## src/rtl/fios_sequencer_pkg.sv

```systemverilog
// Shared types and constants for the FIOS Montgomery multiplier sequencer.
package fios_sequencer_pkg;

  localparam int WORD_W = 17;

  typedef enum logic [2:0] {
    IDLE,
    START,
    RUN,
    DRAIN,
    HOLD
  } seq_state_e;

endpackage

```

## src/rtl/fios_sequencer_if.sv

```systemverilog
// Job, multiplier and result signals between the sequencer and its neighbours.
interface fios_sequencer_if #(
  parameter int s     = 8,
  parameter int PE_NB = 8
);
  import fios_sequencer_pkg::*;

  logic                      req_i;
  logic                      ack_o;
  logic [s*WORD_W-1:0]       a_i;
  logic [s*WORD_W-1:0]       b_i;
  logic [s*WORD_W-1:0]       p_i;
  logic [WORD_W-1:0]         p_prime_0_i;
  logic [WORD_W-1:0]         p_prime_0_o;
  logic                      mult_start_o;
  logic [PE_NB*WORD_W-1:0]   mult_a_o;
  logic                      a_shift_i;
  logic                      b_fetch_i;
  logic                      p_fetch_i;
  logic [WORD_W-1:0]         mult_b_o;
  logic [WORD_W-1:0]         mult_p_o;
  logic                      res_push_i;
  logic [WORD_W-1:0]         res_i;
  logic                      mult_done_i;
  logic                      res_valid_o;
  logic                      res_ready_i;
  logic [s*WORD_W-1:0]       res_o;
  logic                      busy_o;
  logic                      err_o;

  modport slave (
    input  req_i, a_i, b_i, p_i, p_prime_0_i, a_shift_i, b_fetch_i, p_fetch_i,
           res_push_i, res_i, mult_done_i, res_ready_i,
    output ack_o, p_prime_0_o, mult_start_o, mult_a_o, mult_b_o, mult_p_o,
           res_valid_o, res_o, busy_o, err_o
  );

  modport master (
    output req_i, a_i, b_i, p_i, p_prime_0_i, a_shift_i, b_fetch_i, p_fetch_i,
           res_push_i, res_i, mult_done_i, res_ready_i,
    input  ack_o, p_prime_0_o, mult_start_o, mult_a_o, mult_b_o, mult_p_o,
           res_valid_o, res_o, busy_o, err_o
  );

endinterface

```

## src/rtl/fios_word_selector.sv

```systemverilog
// Picks one 17-bit word out of a packed vector; indices past the end read as zero.
module fios_word_selector
  import fios_sequencer_pkg::*;
#(
  parameter int N     = 8,
  parameter int IDX_W = 4
) (
  input  logic [N*WORD_W-1:0] vec_i,
  input  logic [IDX_W-1:0]    idx_i,
  output logic [WORD_W-1:0]   word_o
);

  always_comb begin
    word_o = '0;
    for (int i = 0; i < N; i++) begin
      if (idx_i == IDX_W'(i)) word_o = vec_i[i*WORD_W +: WORD_W];
    end
  end

endmodule

```

## src/rtl/fios_sequencer.sv

```systemverilog
// Sequences one FIOS multiplication job: latches operands, feeds word windows to
// the multiplier, collects result words and hands the result back.
//
// state | meaning
// IDLE  | waiting for req_i; accepting latches operands and clears indices
// START | one-cycle multiplier start pulse
// RUN   | multiplier active; strobes move windows, results collected, watchdog counts
// DRAIN | one cycle for a late result push, then result-count check
// HOLD  | result presented until res_ready_i
module fios_sequencer
  import fios_sequencer_pkg::*;
#(
  parameter int s       = 8,
  parameter int PE_NB   = 8,
  parameter int TIMEOUT = 4096
) (
  input logic             clock_i,
  input logic             reset_ni,
  fios_sequencer_if.slave bus
);

  localparam int IDX_W  = $clog2(s + 1);
  localparam int LANE_W = $clog2(s + PE_NB);
  localparam int WD_W   = $clog2(TIMEOUT + 1);
  localparam int VEC_W  = s * WORD_W;
  localparam logic [IDX_W-1:0] S_IDX    = IDX_W'(s);
  localparam logic [IDX_W-1:0] LAST_IDX = IDX_W'(s - 1);
  localparam logic [WD_W-1:0]  WD_LAST  = WD_W'(TIMEOUT - 1);

  seq_state_e state_q, state_d;
  logic [VEC_W-1:0]  a_q, a_d, b_q, b_d, p_q, p_d, res_q, res_d;
  logic [WORD_W-1:0] pp0_q, pp0_d;
  logic [IDX_W-1:0]  k_q, k_d, jb_q, jb_d, jp_q, jp_d, r_q, r_d;
  logic [WD_W-1:0]   wd_q, wd_d;
  logic err_q, err_d, start_q, start_d, busy_q, busy_d, valid_q, valid_d;
  logic accept, in_run, push_en;
  logic [IDX_W:0]    k_sum;
  logic [IDX_W-1:0]  k_sat;
  logic [PE_NB*WORD_W-1:0] a_win;

  assign accept  = (state_q == IDLE) && bus.req_i;
  assign in_run  = (state_q == RUN);
  assign push_en = (state_q == RUN) || (state_q == DRAIN);

  // PE_NB <= s, so the sum never wraps in IDX_W+1 bits.
  assign k_sum = {1'b0, k_q} + (IDX_W+1)'(PE_NB);
  assign k_sat = (k_sum >= {1'b0, S_IDX}) ? S_IDX : k_sum[IDX_W-1:0];

  always_comb begin
    state_d = state_q;
    a_d     = a_q;
    b_d     = b_q;
    p_d     = p_q;
    pp0_d   = pp0_q;
    res_d   = res_q;
    k_d     = k_q;
    jb_d    = jb_q;
    jp_d    = jp_q;
    r_d     = r_q;
    wd_d    = wd_q;
    err_d   = err_q;

    if (in_run) begin
      if (bus.a_shift_i) k_d = k_sat;
      if (bus.b_fetch_i) jb_d = (jb_q == LAST_IDX) ? '0 : jb_q + 1'b1;
      if (bus.p_fetch_i) jp_d = (jp_q == LAST_IDX) ? '0 : jp_q + 1'b1;
    end

    if (push_en && bus.res_push_i) begin
      if (r_q == S_IDX) begin
        err_d = 1'b1;
      end else begin
        for (int i = 0; i < s; i++) begin
          if (r_q == IDX_W'(i)) res_d[i*WORD_W +: WORD_W] = bus.res_i;
        end
        r_d = r_q + 1'b1;
      end
    end

    case (state_q)
      IDLE: begin
        if (bus.req_i) begin
          state_d = START;
          a_d     = bus.a_i;
          b_d     = bus.b_i;
          p_d     = bus.p_i;
          pp0_d   = bus.p_prime_0_i;
          res_d   = '0;
          k_d     = '0;
          jb_d    = '0;
          jp_d    = '0;
          r_d     = '0;
          wd_d    = '0;
          err_d   = 1'b0;
        end
      end
      START: state_d = RUN;
      RUN: begin
        wd_d = wd_q + 1'b1;
        // A completing multiplier wins over a watchdog expiring on the same cycle.
        if (bus.mult_done_i) begin
          state_d = DRAIN;
        end else if (wd_q == WD_LAST) begin
          state_d = HOLD;
          err_d   = 1'b1;
        end
      end
      DRAIN: begin
        state_d = HOLD;
        if (r_d != S_IDX) err_d = 1'b1;
      end
      HOLD: if (bus.res_ready_i) state_d = IDLE;
      default: state_d = IDLE;
    endcase

    start_d = (state_d == START);
    busy_d  = (state_d != IDLE);
    valid_d = (state_d == HOLD);
  end

  always_ff @(posedge clock_i or negedge reset_ni) begin
    if (!reset_ni) begin
      state_q <= IDLE;
      a_q     <= '0;
      b_q     <= '0;
      p_q     <= '0;
      pp0_q   <= '0;
      res_q   <= '0;
      k_q     <= '0;
      jb_q    <= '0;
      jp_q    <= '0;
      r_q     <= '0;
      wd_q    <= '0;
      err_q   <= 1'b0;
      start_q <= 1'b0;
      busy_q  <= 1'b0;
      valid_q <= 1'b0;
    end else begin
      state_q <= state_d;
      a_q     <= a_d;
      b_q     <= b_d;
      p_q     <= p_d;
      pp0_q   <= pp0_d;
      res_q   <= res_d;
      k_q     <= k_d;
      jb_q    <= jb_d;
      jp_q    <= jp_d;
      r_q     <= r_d;
      wd_q    <= wd_d;
      err_q   <= err_d;
      start_q <= start_d;
      busy_q  <= busy_d;
      valid_q <= valid_d;
    end
  end

  fios_word_selector #(.N(s), .IDX_W(IDX_W)) u_sel_b (
    .vec_i (b_q),
    .idx_i (jb_q),
    .word_o(bus.mult_b_o)
  );

  fios_word_selector #(.N(s), .IDX_W(IDX_W)) u_sel_p (
    .vec_i (p_q),
    .idx_i (jp_q),
    .word_o(bus.mult_p_o)
  );

  for (genvar g = 0; g < PE_NB; g++) begin : g_lane
    logic [LANE_W-1:0] lane_idx;
    assign lane_idx = LANE_W'(k_q) + LANE_W'(g);
    fios_word_selector #(.N(s), .IDX_W(LANE_W)) u_sel_a (
      .vec_i (a_q),
      .idx_i (lane_idx),
      .word_o(a_win[g*WORD_W +: WORD_W])
    );
  end

  // Ack is combinational so it lands in the accept cycle; gated so reset reads 0.
  assign bus.ack_o        = accept && reset_ni;
  assign bus.mult_start_o = start_q;
  assign bus.mult_a_o     = a_win;
  assign bus.p_prime_0_o  = pp0_q;
  assign bus.res_valid_o  = valid_q;
  assign bus.res_o        = res_q;
  assign bus.busy_o       = busy_q;
  assign bus.err_o        = err_q;

endmodule

```

## src/flat_wrapper.sv

```systemverilog
// flat-port wrapper written by rule: the top's interface ports become plain ports
module fios_sequencer_flat import fios_sequencer_pkg::*;
#(
  parameter int s       = 8,
  parameter int PE_NB   = 8,
  parameter int TIMEOUT = 4096
)
  (clock_i, reset_ni, bus_req_i, bus_a_i, bus_b_i, bus_p_i, bus_p_prime_0_i, bus_a_shift_i, bus_b_fetch_i, bus_p_fetch_i, bus_res_push_i, bus_res_i, bus_mult_done_i, bus_res_ready_i, bus_ack_o, bus_p_prime_0_o, bus_mult_start_o, bus_mult_a_o, bus_mult_b_o, bus_mult_p_o, bus_res_valid_o, bus_res_o, bus_busy_o, bus_err_o);
  fios_sequencer_if #(.s(s), .PE_NB(PE_NB)) bus_i ();
  input logic clock_i;
  input logic reset_ni;
  input wire logic [$bits(bus_i.req_i)-1:0] bus_req_i;
  input wire logic [$bits(bus_i.a_i)-1:0] bus_a_i;
  input wire logic [$bits(bus_i.b_i)-1:0] bus_b_i;
  input wire logic [$bits(bus_i.p_i)-1:0] bus_p_i;
  input wire logic [$bits(bus_i.p_prime_0_i)-1:0] bus_p_prime_0_i;
  input wire logic [$bits(bus_i.a_shift_i)-1:0] bus_a_shift_i;
  input wire logic [$bits(bus_i.b_fetch_i)-1:0] bus_b_fetch_i;
  input wire logic [$bits(bus_i.p_fetch_i)-1:0] bus_p_fetch_i;
  input wire logic [$bits(bus_i.res_push_i)-1:0] bus_res_push_i;
  input wire logic [$bits(bus_i.res_i)-1:0] bus_res_i;
  input wire logic [$bits(bus_i.mult_done_i)-1:0] bus_mult_done_i;
  input wire logic [$bits(bus_i.res_ready_i)-1:0] bus_res_ready_i;
  output wire logic [$bits(bus_i.ack_o)-1:0] bus_ack_o;
  output wire logic [$bits(bus_i.p_prime_0_o)-1:0] bus_p_prime_0_o;
  output wire logic [$bits(bus_i.mult_start_o)-1:0] bus_mult_start_o;
  output wire logic [$bits(bus_i.mult_a_o)-1:0] bus_mult_a_o;
  output wire logic [$bits(bus_i.mult_b_o)-1:0] bus_mult_b_o;
  output wire logic [$bits(bus_i.mult_p_o)-1:0] bus_mult_p_o;
  output wire logic [$bits(bus_i.res_valid_o)-1:0] bus_res_valid_o;
  output wire logic [$bits(bus_i.res_o)-1:0] bus_res_o;
  output wire logic [$bits(bus_i.busy_o)-1:0] bus_busy_o;
  output wire logic [$bits(bus_i.err_o)-1:0] bus_err_o;
  assign bus_i.req_i = bus_req_i;
  assign bus_i.a_i = bus_a_i;
  assign bus_i.b_i = bus_b_i;
  assign bus_i.p_i = bus_p_i;
  assign bus_i.p_prime_0_i = bus_p_prime_0_i;
  assign bus_i.a_shift_i = bus_a_shift_i;
  assign bus_i.b_fetch_i = bus_b_fetch_i;
  assign bus_i.p_fetch_i = bus_p_fetch_i;
  assign bus_i.res_push_i = bus_res_push_i;
  assign bus_i.res_i = bus_res_i;
  assign bus_i.mult_done_i = bus_mult_done_i;
  assign bus_i.res_ready_i = bus_res_ready_i;
  assign bus_ack_o = bus_i.ack_o;
  assign bus_p_prime_0_o = bus_i.p_prime_0_o;
  assign bus_mult_start_o = bus_i.mult_start_o;
  assign bus_mult_a_o = bus_i.mult_a_o;
  assign bus_mult_b_o = bus_i.mult_b_o;
  assign bus_mult_p_o = bus_i.mult_p_o;
  assign bus_res_valid_o = bus_i.res_valid_o;
  assign bus_res_o = bus_i.res_o;
  assign bus_busy_o = bus_i.busy_o;
  assign bus_err_o = bus_i.err_o;
  fios_sequencer #(.s(s), .PE_NB(PE_NB), .TIMEOUT(TIMEOUT)) u_core (.clock_i(clock_i), .reset_ni(reset_ni), .bus(bus_i));
endmodule
```

## config.mk

```make
export PLATFORM = sky130hd
export DESIGN_NAME = fios_sequencer_flat
export DESIGN_NICKNAME = d
export VERILOG_FILES = /design/src/rtl/fios_sequencer_pkg.sv /design/src/rtl/fios_sequencer_if.sv /design/src/rtl/fios_word_selector.sv /design/src/rtl/fios_sequencer.sv /design/src/flat_wrapper.sv
export SDC_FILE = /design/constraint.sdc
export NUM_CORES = 2
export LEC_CHECK = 0
export ABC_AREA = 1
export CAP_MARGIN = 20
export CORE_AREA = 2 2 302 304
export CTS_CLUSTER_DIAMETER = 120
export CTS_CLUSTER_SIZE = 10
export DETAILED_ROUTE_END_ITERATION = 7
export DIE_AREA = 0 0 304 306
export MAX_ROUTING_LAYER = met4
export SKIP_CTS_REPAIR_TIMING = 1
export SLEW_MARGIN = 0
export SYNTH_ARGS = -nofsm -noshare
export SYNTH_HDL_FRONTEND = slang
export SYNTH_SLANG_ARGS = --single-unit
```

## constraint.sdc

```tcl
create_clock -name clock_i -period 6.15 [get_ports clock_i]
set_input_delay 1.23 -clock clock_i [delete_from_list [all_inputs] [get_ports clock_i]]
set_output_delay 1.23 -clock clock_i [all_outputs]
set_load 0.01 [all_outputs]
```

==> reports/results.md <==
* number of nets in the synthesized netlist: 5510
* count of mapped cells out of synthesis: 5041
* violated checks: design-rule violations
* H-tree depth: 3
* Post-synth top flop: dfrtp_1
* starting density of the core: 38.4%
* count of cell types in the netlist: 44
* status: finished with violations
* Netlist Area Pre-Place: 34400 sq um
* DRT Wirelength: 179000 microns
* global routing usage summed across all routing layers: 38.4%
* clock latency of the later-clocked register in the worst-skew pair: 0.64 ns
* max-slew violations: 0
* worst slack at placement: 1.41 ns
* final-report setup violation count: 0
* grt peak-use layer: met2
* final setup skew: 0.0336 ns
* power density of the placed cells: 501 nW/um^2
* final core utilization: 50.0%
* total half-perimeter wirelength after legalization and detailed placement: 131000 microns
* final non-filler cell total: 6835
* biggest area consumer among synthesized cells: dfrtp_1
* part of the cycle the worst path needs: 91.6%
* standard-cell row count: 110
* die area: 93000 sq um
* area of placed instances: 42900 sq um
* Leakage Power: 20.4 nW
* GR Layer Usage met2: 54.7%
* sequential cell area fraction in the yosys report: 43.5%
* initial antenna violation count: 28
* critical path arrival: 4.40 ns
* most common library cells after synthesis: nand2_1 (1925), dfrtp_1 (597), o21ai_0 (426)
* EDFF count, synth: 0
* count of vias placed by the detailed router: 38300
* final estimated routing congestion in global placement: 1.09
* number of nets in the final layout: 6094
* die height: 306 microns
* average wire length per cell after detail routing: 26.2 microns
* normalized max-slew margin: 26.5%
* relative area change from synthesis to final layout: 30.3%
* final-report hold violation count: 0
* register clock-pin slew on the reported worst setup and hold paths: 0.06 ns
* class of the tightest hold or removal check: flop to flop
* biggest area contributors in the synthesized netlist: dfrtp_1 (43%), nand2_1 (21%), o21ai_0 (6.2%)
* count of clock tree sinks: 597
* Ports: 779
* Worst Path Max Fanout: 24
* Longest Clk Path Bufs: 3
* total chip power: 22.4 mW
* iteration-0 DRC count of the detailed router: 5082
* met3 track demand over resource in global routing: 11.5%
* number of clock buffers inserted by TritonCTS: 69
* first-pass GRT wire length: 255000 microns
* post-synthesis area per instance: 6.82 sq um
* Peak VDD IR: 0.294 mV
* required time worst endpoint: 4.92 ns
* total grt overflow: 0
* leading cell type by number of instances after synthesis: nand2_1
* final-layout worst hold slack: 0.476 ns
* final sum of negative setup slack: 0 ns
* sort of element at the end of the critical path: primary output
* Post-route DRC: 19
* Worst-Margin Slew: 1.10 ns
* maximum capacitance violations: 0
* largest net degree at the start of global routing: 156
* #FFs+latches synth: 597
* GR Layer Usage met1: 50.9%
* Max Fclk: 178 MHz
* via count of the first global-routing pass: 35500
* number of warnings printed during yosys synthesis: 0
* first drt pass iteration count: 8
* final period demand of the worst path: 5.63 ns
* DP Cell Count: 6730
* number of buffer cells added on primary ports: 778
* sort of element at the start of the critical path: flop
* final non-filler cell area: 44800 sq um
* final setup margin: 0.519 ns
* FFs w/ async S/R, synth: 100%
* clock tree from TritonCTS: yes
* WS Path Type: flop to primary output
* RSZ-0062 raised after global routing: false
* placeable core region: 89600 sq um
* horizontal extent of the die: 304 microns
* clock root buffer master: clkbuf_16
* via-per-instance ratio: 5.61
* ANT nets after route: 0
* top cell type's share of synthesized area: 43.5%
* share of final-layout standard cells stronger than drive strength 1: 4.26%
[path summary, 6_finish.rpt]
check | cells past startpoint | endpoint | startpoint | slack [ns]
worst max-delay path | 11 | bus_mult_a_o[55] | u_core.k_q[1]$_DFF_PN0_ | 0.52
worst min register to register | 2 | u_core.p_q[135]$_DFFE_PN0P_ | u_core.p_q[135]$_DFFE_PN0P_ | 0.48
min in group asynchronous | 1 | u_core.b_q[76]$_DFFE_PN0P_ | reset_ni | 0.61
worst max register to register | 8 | u_core.a_q[40]$_DFFE_PN0P_ | u_core.state_q[0]$_DFF_PN0_ | 3.02
worst min-delay path | 2 | u_core.p_q[135]$_DFFE_PN0P_ | u_core.p_q[135]$_DFFE_PN0P_ | 0.48
max in group asynchronous | 3 | u_core.bus.res_o[6]$_DFF_PN0_ | reset_ni | 3.43
[where the power goes]
part | leakage [nW] | internal [mW] | switching [mW]
combinational | 11.9 | 4.02 | 6.70
clock | 0.882 | 1.99 | 1.67
sequential | 7.59 | 5.56 | 2.49
[cells by family after synthesis]
family / Yosys count / synth area share, %
and+or+nand+nor: 2977 / 36.3
buffers and inverters: 765 / 8.93
AOI/OAI and AO/OA: 678 / 10.4
DFF: 597 / 43.5
adders and majority gates: 18 / 0.655
xor gates and xnor gates: 5 / 0.171
muxes: 1 / 0.0291
[layout make-up]
class,count,area [sq um]
Fill cell,8947,44800
Tap cell,1176,1470
Inverter,411,1550
Clock buffer,69,1730
Antenna cell,30,75.1
Timing Repair Buffer,867,8570
Multi-Input combinational cell,3679,16400
Sequential cell,597,14900
Clock inverter,6,60.1
[layer usage]
| layer | vias to the layer above | wire, microns |
|---|---|---|
| met1 | 18300 | 74100 |
| met5 | - | 0 |
| met4 | 0 | 7420 |
| met3 | 374 | 21000 |
| met2 | 2265 | 76900 |
| li1 | 17400 | - |
[critical path: stages, from the launching register on]
cell and delay (ns):
dfrtp_1 0.46, inv_2 0.47, ha_1 0.25, nand2_1 0.08
nand3_1 0.09, nand2_1 0.57, buf_4 0.42, nand3_1 0.08
nand4_1 0.11, nor2_1 0.29, nand4_1 0.24, clkdlybuf4s50_1 0.68
[flip-flops by register name (all words and copies together), names as in the netlist, 4 cells and up]
| name | cells |
|---|---|
| u_core.jb_q | 4 |
| u_core.jp_q | 4 |
| u_core.p_q | 136 |
| u_core.wd_q | 13 |
| u_core.bus.p_prime_0_o | 17 |
| u_core.k_q | 4 |
| u_core.a_q | 136 |
| u_core.bus.res_o | 136 |
| u_core.r_q | 4 |
| u_core.b_q | 136 |
[layout by cell type (no fill, tap or decap), types with 38 or more instances in the layout]
cell	synthesis	layout
nor3_1	38	38
clkbuf_16	0	69
nand2_1	1925	1924
dfrtp_1	597	597
a21oi_1	181	181
nand4_1	293	293
o21ai_0	426	426
clkdlybuf4s50_1	0	777
inv_1	383	382
buf_4	12	80
nor2_1	390	385
nand3_1	281	281
(Power assumes the default switching activity.)
